**config.mk**
```make
export PLATFORM = sky130hd
export DESIGN_NAME = secuenciador_bias_flat
export DESIGN_NICKNAME = d
export VERILOG_FILES = /design/src/rtl/secuenciador_bias_if.sv /design/src/rtl/secuenciador_bias.sv /design/src/flat_wrapper.sv
export SDC_FILE = /design/constraint.sdc
export NUM_CORES = 1
export LEC_CHECK = 0
export BUFFER_PORTS_ARGS = -buffer_cell sky130_fd_sc_hd__buf_2
export CAP_MARGIN = 15
export CORE_AREA = 5 5 71 73
export CTS_CLUSTER_SIZE = 25
export DETAILED_ROUTE_END_ITERATION = 6
export DIE_AREA = 0 0 76 78
export GPL_TIMING_DRIVEN = 0
export PLACE_DENSITY_LB_ADDON = 0.1
export SYNTH_ARGS = -nofsm -noshare
export SYNTH_HDL_FRONTEND = slang
export SYNTH_SLANG_ARGS = --single-unit
```
**constraint.sdc**
```tcl
create_clock -name clock -period 2.45 [get_ports clock]
set_input_delay 0.245 -clock clock [delete_from_list [all_inputs] [get_ports clock]]
set_output_delay 0.245 -clock clock [all_outputs]
set_load 0.02 [all_outputs]
```
**src/rtl/secuenciador_bias_if.sv**
```systemverilog
// secuenciador_bias_if
// Bus between the bias sequencer and its neighbours: the oscillator mux select,
// the bias meter control/result signals and the tagged result stream towards
// the host command layer. The sequencer uses the master modport; the meter,
// mux and result consumer side uses the slave modport.
interface secuenciador_bias_if #(
    parameter int SEL_WIDTH = 3,
    parameter int OUT_WIDTH = 32
);
    logic [SEL_WIDTH-1:0] sel;
    logic                 med_enable;
    logic [4:0]           med_resol;
    logic                 med_lock;
    logic [OUT_WIDTH-1:0] med_out;
    logic [OUT_WIDTH-1:0] dout;
    logic [SEL_WIDTH-1:0] dout_osc;
    logic                 dout_valid;
    logic                 dout_ready;

    modport master (
        output sel,
        output med_enable,
        output med_resol,
        input  med_lock,
        input  med_out,
        output dout,
        output dout_osc,
        output dout_valid,
        input  dout_ready
    );

    modport slave (
        input  sel,
        input  med_enable,
        input  med_resol,
        output med_lock,
        output med_out,
        input  dout,
        input  dout_osc,
        input  dout_valid,
        output dout_ready
    );
endinterface

```
**src/rtl/secuenciador_bias.sv**
```systemverilog
// secuenciador_bias
// Sweeps the shared oscillator mux over N_OSC oscillators, runs one bias
// measurement per oscillator on the single bias meter and streams each count
// out tagged with its oscillator index. All outputs are registered.
// Optional feature: define SECUENCIADOR_BIAS_SETTLE_EN to hold SETTLE for
// SETTLE cycles after every select change; otherwise SETTLE lasts one cycle.
module secuenciador_bias #(
    parameter int N_OSC     = 8,
    parameter int SEL_WIDTH = 3,
    parameter int OUT_WIDTH = 32,
    parameter int SETTLE    = 4
) (
    input  logic                       clock,
    input  logic                       reset,
    input  logic                       start,
    input  logic                       abort,
    input  logic [4:0]                 resol,
    secuenciador_bias_if.master        bus,
    output logic                       busy,
    output logic                       done
);

    typedef enum logic [2:0] {
        S_IDLE,
        S_SETTLE,
        S_MEASURE,
        S_EMIT,
        S_CLEAR
    } state_t;

    localparam logic [SEL_WIDTH-1:0] LAST_SEL = SEL_WIDTH'(N_OSC - 1);

    state_t               r_state;
    state_t               w_nextState;
    logic                 w_settleDone;

    logic [SEL_WIDTH-1:0] r_sel;
    logic                 r_medEnable;
    logic [4:0]           r_medResol;
    logic [OUT_WIDTH-1:0] r_dout;
    logic [SEL_WIDTH-1:0] r_doutOsc;
    logic                 r_doutValid;
    logic                 r_busy;
    logic                 r_done;

`ifdef SECUENCIADOR_BIAS_SETTLE_EN
    localparam int SETTLE_CW = (SETTLE > 1) ? $clog2(SETTLE) : 1;
    localparam logic [SETTLE_CW-1:0] SETTLE_LAST = SETTLE_CW'(SETTLE - 1);

    logic [SETTLE_CW-1:0] r_settleCnt;

    // Settle timer: counts cycles spent in SETTLE, restarting on every entry.
    always_ff @(posedge clock or posedge reset) begin
        if (reset) begin
            r_settleCnt <= '0;
        end else if (r_state == S_SETTLE && w_nextState == S_SETTLE) begin
            r_settleCnt <= r_settleCnt + 1'b1;
        end else begin
            r_settleCnt <= '0;
        end
    end

    assign w_settleDone = (r_settleCnt == SETTLE_LAST);
`else
    // Without the settle timer SETTLE always lasts one cycle, whatever SETTLE says.
    assign w_settleDone = 1'b1 | (SETTLE != 0);
`endif

    // State register.
    always_ff @(posedge clock or posedge reset) begin
        if (reset) begin
            r_state <= S_IDLE;
        end else begin
            r_state <= w_nextState;
        end
    end

    // Next-state logic; abort wins over everything, including a same-cycle start.
    always_comb begin
        w_nextState = r_state;
        if (abort) begin
            w_nextState = S_IDLE;
        end else begin
            case (r_state)
                S_IDLE: begin
                    if (start) begin
                        w_nextState = S_SETTLE;
                    end
                end
                S_SETTLE: begin
                    if (w_settleDone) begin
                        w_nextState = S_MEASURE;
                    end
                end
                S_MEASURE: begin
                    if (bus.med_lock) begin
                        w_nextState = S_EMIT;
                    end
                end
                S_EMIT: begin
                    if (bus.dout_ready) begin
                        w_nextState = S_CLEAR;
                    end
                end
                S_CLEAR: begin
                    if (r_sel == LAST_SEL) begin
                        w_nextState = S_IDLE;
                    end else begin
                        w_nextState = S_SETTLE;
                    end
                end
                default: begin
                    w_nextState = S_IDLE;
                end
            endcase
        end
    end

    // Registered outputs, decoded from the state being entered so they line up with it.
    always_ff @(posedge clock or posedge reset) begin
        if (reset) begin
            r_medEnable <= 1'b0;
            r_doutValid <= 1'b0;
            r_busy      <= 1'b0;
            r_done      <= 1'b0;
        end else begin
            r_medEnable <= (w_nextState == S_MEASURE) || (w_nextState == S_EMIT);
            r_doutValid <= (w_nextState == S_EMIT);
            r_busy      <= (w_nextState != S_IDLE);
            r_done      <= (w_nextState == S_CLEAR) && (r_sel == LAST_SEL);
        end
    end

    // Sweep bookkeeping: resolution latch and mux select, which only ever counts up.
    always_ff @(posedge clock or posedge reset) begin
        if (reset) begin
            r_sel      <= '0;
            r_medResol <= '0;
        end else if (r_state == S_IDLE && w_nextState == S_SETTLE) begin
            r_sel      <= '0;
            r_medResol <= resol;
        end else if (r_state == S_CLEAR && w_nextState == S_SETTLE) begin
            r_sel      <= r_sel + 1'b1;
        end
    end

    // Result capture on the first locked cycle; held untouched through EMIT.
    always_ff @(posedge clock or posedge reset) begin
        if (reset) begin
            r_dout    <= '0;
            r_doutOsc <= '0;
        end else if (r_state == S_MEASURE && w_nextState == S_EMIT) begin
            r_dout    <= bus.med_out;
            r_doutOsc <= r_sel;
        end
    end

    assign bus.sel        = r_sel;
    assign bus.med_enable = r_medEnable;
    assign bus.med_resol  = r_medResol;
    assign bus.dout       = r_dout;
    assign bus.dout_osc   = r_doutOsc;
    assign bus.dout_valid = r_doutValid;
    assign busy           = r_busy;
    assign done           = r_done;

endmodule
```
**src/flat_wrapper.sv**
```systemverilog
// flat-port wrapper written by rule: the top's interface ports become plain ports
module secuenciador_bias_flat 
#(
    parameter int N_OSC     = 8,
    parameter int SEL_WIDTH = 3,
    parameter int OUT_WIDTH = 32,
    parameter int SETTLE    = 4
)
  (clock, reset, start, abort, resol, busy, done, bus_sel, bus_med_enable, bus_med_resol, bus_med_lock, bus_med_out, bus_dout, bus_dout_osc, bus_dout_valid, bus_dout_ready);
  secuenciador_bias_if #(.SEL_WIDTH(SEL_WIDTH), .OUT_WIDTH(OUT_WIDTH)) bus_i ();
  input  logic clock;
  input  logic reset;
  input  logic start;
  input  logic abort;
  input  logic [4:0] resol;
  output logic busy;
  output logic done;
  output wire logic [$bits(bus_i.sel)-1:0] bus_sel;
  output wire logic [$bits(bus_i.med_enable)-1:0] bus_med_enable;
  output wire logic [$bits(bus_i.med_resol)-1:0] bus_med_resol;
  input wire logic [$bits(bus_i.med_lock)-1:0] bus_med_lock;
  input wire logic [$bits(bus_i.med_out)-1:0] bus_med_out;
  output wire logic [$bits(bus_i.dout)-1:0] bus_dout;
  output wire logic [$bits(bus_i.dout_osc)-1:0] bus_dout_osc;
  output wire logic [$bits(bus_i.dout_valid)-1:0] bus_dout_valid;
  input wire logic [$bits(bus_i.dout_ready)-1:0] bus_dout_ready;
  assign bus_sel = bus_i.sel;
  assign bus_med_enable = bus_i.med_enable;
  assign bus_med_resol = bus_i.med_resol;
  assign bus_i.med_lock = bus_med_lock;
  assign bus_i.med_out = bus_med_out;
  assign bus_dout = bus_i.dout;
  assign bus_dout_osc = bus_i.dout_osc;
  assign bus_dout_valid = bus_i.dout_valid;
  assign bus_i.dout_ready = bus_dout_ready;
  secuenciador_bias #(.N_OSC(N_OSC), .SEL_WIDTH(SEL_WIDTH), .OUT_WIDTH(OUT_WIDTH), .SETTLE(SETTLE)) u_core (.clock(clock), .reset(reset), .start(start), .abort(abort), .resol(resol), .bus(bus_i), .busy(busy), .done(done));
endmodule
```
# Yosys cells after proc, flatten, opt, wreduce, memory -nomap -nowiden
# Index checks and enable logic that the tools add are counted.
classes:
  add_sub_neg: 1
  eq_ne: 9
  muxes: 8
  n_reduce_logical: 8
ops:
  columns: ["operator", "n"]
  rows:
  - ["$mux W3", 6]
  - ["$pmux W3 S5", 1]
  - ["$eq A3 B2 Y1 const B", 4]
  - ["$eq A3 B3 Y1 const B", 3]
  - ["$eq A3 B1 Y1 const B", 2]
  - ["$logic_and A1 B1 Y1", 4]
  - ["$add A3 B1 Y3 const B", 1]
  - ["$logic_not A3 Y1", 1]
  - ["$reduce_bool A3 Y1", 1]
  - ["$reduce_bool A2 Y1", 1]
  - ["$logic_or A1 B1 Y1", 1]
  - ["$mux W1", 1]
word_totals:
  register_bits: 50

# Longest topological paths before layout
logic_depth:
  depth_word: 8
  ltp_mapped: 5
  ltp_nobuf: 5

# Least setup slack after synthesis
# Ideal clock, no wire load.
synth_path:
  kind: "register to register"
  startpoint: "register u_core.r_sel[0], in the netlist u_core.bus.sel[0]"
  endpoint: "register u_core.r_sel[0], in the netlist u_core.bus.sel[0]"
  setup_ns: 0.125
  arrival_time_ns: 1.442
  required_time_ns: 2.325
  path_slack_ns: 0.883
  path_stages_with_launch: 6
  n_path_buf: 0
  period_less_slack_ns: 1.567
  path_cell_list: "dfrtp_1 -> ha_1 -> ha_1 -> nand2_1 -> o211ai_1 -> mux2_4"
synth_via:
  elab_chain_len: 7
  word_cells_on_any_way: 11
  classes_between: "add/sub: 1; eq/ne: 2; mux: 5; reduce/logical: 3"
synth_lines:
  columns: ["element", "line", "rtl"]
  rows:
  - ["start, declared", "secuenciador_bias.sv:37", "logic [SEL_WIDTH-1:0] r_sel;"]
  - ["start signal, assigned", "secuenciador_bias.sv:143", "r_sel <= r_sel + 1'b1;"]
  - ["$eq A3 B3 Y1", "secuenciador_bias.sv:106", "if (r_sel == LAST_SEL) begin"]
  - ["$mux W1", "secuenciador_bias.sv:106", null]
  - ["$pmux W3 S5", "secuenciador_bias.sv:84", "case (r_state)"]
  - ["$mux W3", "secuenciador_bias.sv:81", "if (abort) begin"]
  - ["$eq A3 B1 Y1", "secuenciador_bias.sv:139, secuenciador_bias.sv:142", null]
  - ["$logic_and A1 B1 Y1, on equally long branches", "secuenciador_bias.sv:139, secuenciador_bias.sv:142", null]
  - ["$mux W3 or $reduce_bool A2 Y1 (tied branches)", null, null]
# Several ways; a longest one is shown, not always the timed one. The select of a mux whose other input is x is not followed.
# A chain may end at the register's enable or synchronous reset.

# Final worst setup path
# Same ends and word-level chain as after synthesis.

==> flow_summary_export.csv <==
group,metric,value,unit
worst_setup_path,r2r_slack,0.86,ns
layout,fill_cells,345,
die,dieArea,5930,sq um
global_route,grt_pass1_wl,7.18,mm
synthesis,synth_fa_ha_area_frac,0.0120,
route,wl_per_cell,15.9,um
die,chipWidth,76,um
worst_setup_path,cp.depth,5,
cts,cts_resized,0,
route,routed_wl,4.38,mm
route,viasPerCell,4.91,
worst_setup_path,cp_cell_sequence,"ha_1 > ha_1 > nand2_1 > o211ai_1 > mux2_4",
worst_setup_path,path_common_cell,"ha_1",
layout,multi_input_area,773,sq um
sta,fin_crit,1.59,ns
worst_setup_path,r2r_cells,5,
synthesis,synthXorXnorAreaFrac,0,
die,core,4290,sq um
worst_setup_path,cp.arrival,1.77,ns
synthesis,yosysTopAreaCellShare,0.601,
cts,clockRootBuffer,"clkbuf_8",
global_route,grt_antenna_before_repair,0,
cts,clk_latency,0.29,ns
cts,clk_pin_slew,0.09,ns
power,p_leak,1.54,nW
worst_setup_path,cp_num_buf_inv,0,
synthesis,synth_area_per_cell,16.7,sq um
synthesis,seq_area_frac_synth,0.601,
sta,fmax,0.629,GHz
synthesis,synthMuxAreaShare,0.278,
worst_setup_path,critPathMaxFanout,5,
synthesis,synth_area_leaders,"dfrtp_1 (60%), mux2_4 (22%), mux2_2 (5.4%)",
cts,cts_setup_buffers,0,
placed_design,routabilityCongestion,0.844,
min_path,holdPathStages,2,
cts,cts_buffers,5,
power,power.density,978,nW/um^2
sta,worst_clock_skew,0.00795,ns
synthesis,ys_seq_elements,50,
cts,cts_tree,"yes",
worst_setup_path,required,2.63,ns
synthesis,postSynthCellCount,125,
worst_setup_path,worstSetupPathType,"register to register",
placed_design,place_hpwl,3.40,mm
worst_setup_path,crit_family,"flip-flops",
layout,regArea,1250,sq um
sta,grt_setup_unrepaired,"no",
sta,fin_crit_sh,0.649,
power,p_total,2.65,mW
synthesis,synth_top_family_by_area,"multiplexers",
global_route,grt_pass1_vias,1475,
layout,fin_nets,268,
layout,drive_gt1_frac,0.661,
synthesis,ys_types,22,
synthesis,yosys_warnings,0,
die,initial_core_util,0.485,
layout,antennaDiodeCount,0,
sta,finalSetupTns,0,ns
synthesis,yosys.area_share.simple,0.0511,
sta,hold_violations,0,
route,vias,1354,
synthesis,syn_nets,170,
placed_design,port_buffers,89,
sta,tightest_slew,0.467,ns
global_route,grt_max_degree,31,
min_path,hold_class,"input port to register",
sta,final_max_slew_viol_count,0,
sta,relSlewSlack,0.688,
route,antenna_left,0,
worst_setup_path,startpoint_type,"register",
layout,syn_to_final_growth,30.3,%
die,io_pins,90,
route,first_pass_iters,4,
die,fp-row-count,24,
route,drc,0,
status,run_status,"completed",
synthesis,post-synth-top-area-cell,"dfrtp_1",
cts,cts_num_sinks,50,
worst_setup_path,endpoint_kind,"register",
global_route,grt-ovfl-total,0,
synthesis,netlist_area,2080,sq um
worst_setup_path,cpMaxStageDelayCell,"dfrtp_1",
global_route,grt.total_usage,0.150,
worst_setup_path,max_stage_delay,0.43,ns
job,cap_violations,0,
route,drt_iter0_markers,44,
synthesis,synth-compound-area-share,0.0306,
sta,setup_viol,0,
cts,htreeDepth,2,
die,dieHeight,78,um
power,vdd_ir_drop_max,0.000441,V
cts,cts_buffer_depth,2,
==> area by class of cell <==
class | count | area share
flip-flops and latches | 50 | 0.461
plain buffers | 5 | 0.0184
repair buffers | 91 | 0.175
clock buffers | 7 | 0.0318
well taps | 52 | 0.0240
inverters | 2 | 0.00277
multi-input cells | 68 | 0.285
clock inverters | 1 | 0.00184
==> layout by cell type, fill, tap and decap left out, types with 4 or more instances in the layout <==
cell type  synthesis  layout
clkbuf_8           0       6
mux2_4            31      31
mux2_2            10      10
buf_6              4       4
nor2_1             4       4
dfrtp_1           50      50
buf_2              0      89
==> layer usage <==
metal,routed length (um),track usage,vias up,part of all wire
met1,1840,0.186,650,0.42
met4,64,0.0658,0,0.015
met5,0,0,-,0
met3,361,0.0486,6,0.082
met2,2120,0.240,64,0.48
li1,-,-,634,-
==> logic make-up (layout without fill, tap and decap cells) <==
logic type / count (synthesis) / in the layout
AO/OA/AOI/OAI: 9 / 9
adder cells (fa/ha/maj): 2 / 2
buffers and inverters: 7 / 106
flip-flops: 50 / 50
multiplexers: 41 / 41
AND/OR/NAND/NOR: 16 / 16
==> flip-flops by register name, indices dropped and copies added, names as in the netlist <==
register / count
u_core.bus.dout: 32
u_core.bus.med_resol: 5
u_core.bus.dout_osc: 3
u_core.bus.sel: 3
u_core.r_state: 3
u_core.bus.dout_valid: 1
u_core.bus.med_enable: 1
u_core.busy: 1
u_core.done: 1
==> worst paths after layout <==
path / start / end
worst max-delay path: u_core.bus.sel[0] / u_core.bus.sel[0]
worst min register to register: u_core.bus.dout[4] / u_core.bus.dout[4]
min in group asynchronous: reset / u_core.bus.dout[30]
worst max register to register: u_core.bus.sel[0] / u_core.bus.sel[0]
max in group asynchronous: reset / u_core.bus.med_resol[0]
worst min-delay path: bus_med_out[28] / u_core.bus.dout[28]
==> per-stage QoR <==
stage / std cells / setup WS, ns / area (sq um) / hold slack (ns) / utilization
after floorplan: 125 / 0.883 / 2080 / 0.308 / -
after global placement: 266 / 0.499 / 2590 / 0.476 / 0.604
after detailed placement: 267 / 0.854 / 2610 / 0.289 / 0.608
after CTS: 276 / 0.842 / 2710 / 0.164 / 0.632
after global routing: 276 / 0.757 / 2710 / 0.164 / 0.632
final: 276 / 0.861 / 2710 / 0.179 / 0.632
==> where the power goes <==
group / switching, mW / leakage [nW] / internal [mW]
clock network: 0.248 / 0.0482 / 0.228
registers: 0.123 / 0.629 / 1.06
logic: 0.520 / 0.859 / 0.471
==> cell usage after synthesis <==
cell type  count
and3_1         1
o211ai_1       2
o21ai_0        2
nor2_4         1
buf_6          4
nand3_1        1
nor3_1         2
nand2_1        2
a21oi_1        2
clkbuf_2       1
mux2_4        31
a21bo_2        2
o2111ai_1      1
nor2_1         4
ha_1           2
inv_1          2
nor4b_1        1
and2_1         1
mux2_2        10
dfrtp_1       50
nand4b_4       1
nand4_1        2
==> what timing repair did <==
action | 4_1_cts | 5_1_grt
endpoints found under the hold margin | 20 | 0
hold buffers | 1 | 0
setup endpoints to repair | 0 | 0
Power figures use the tool's default switching activity.
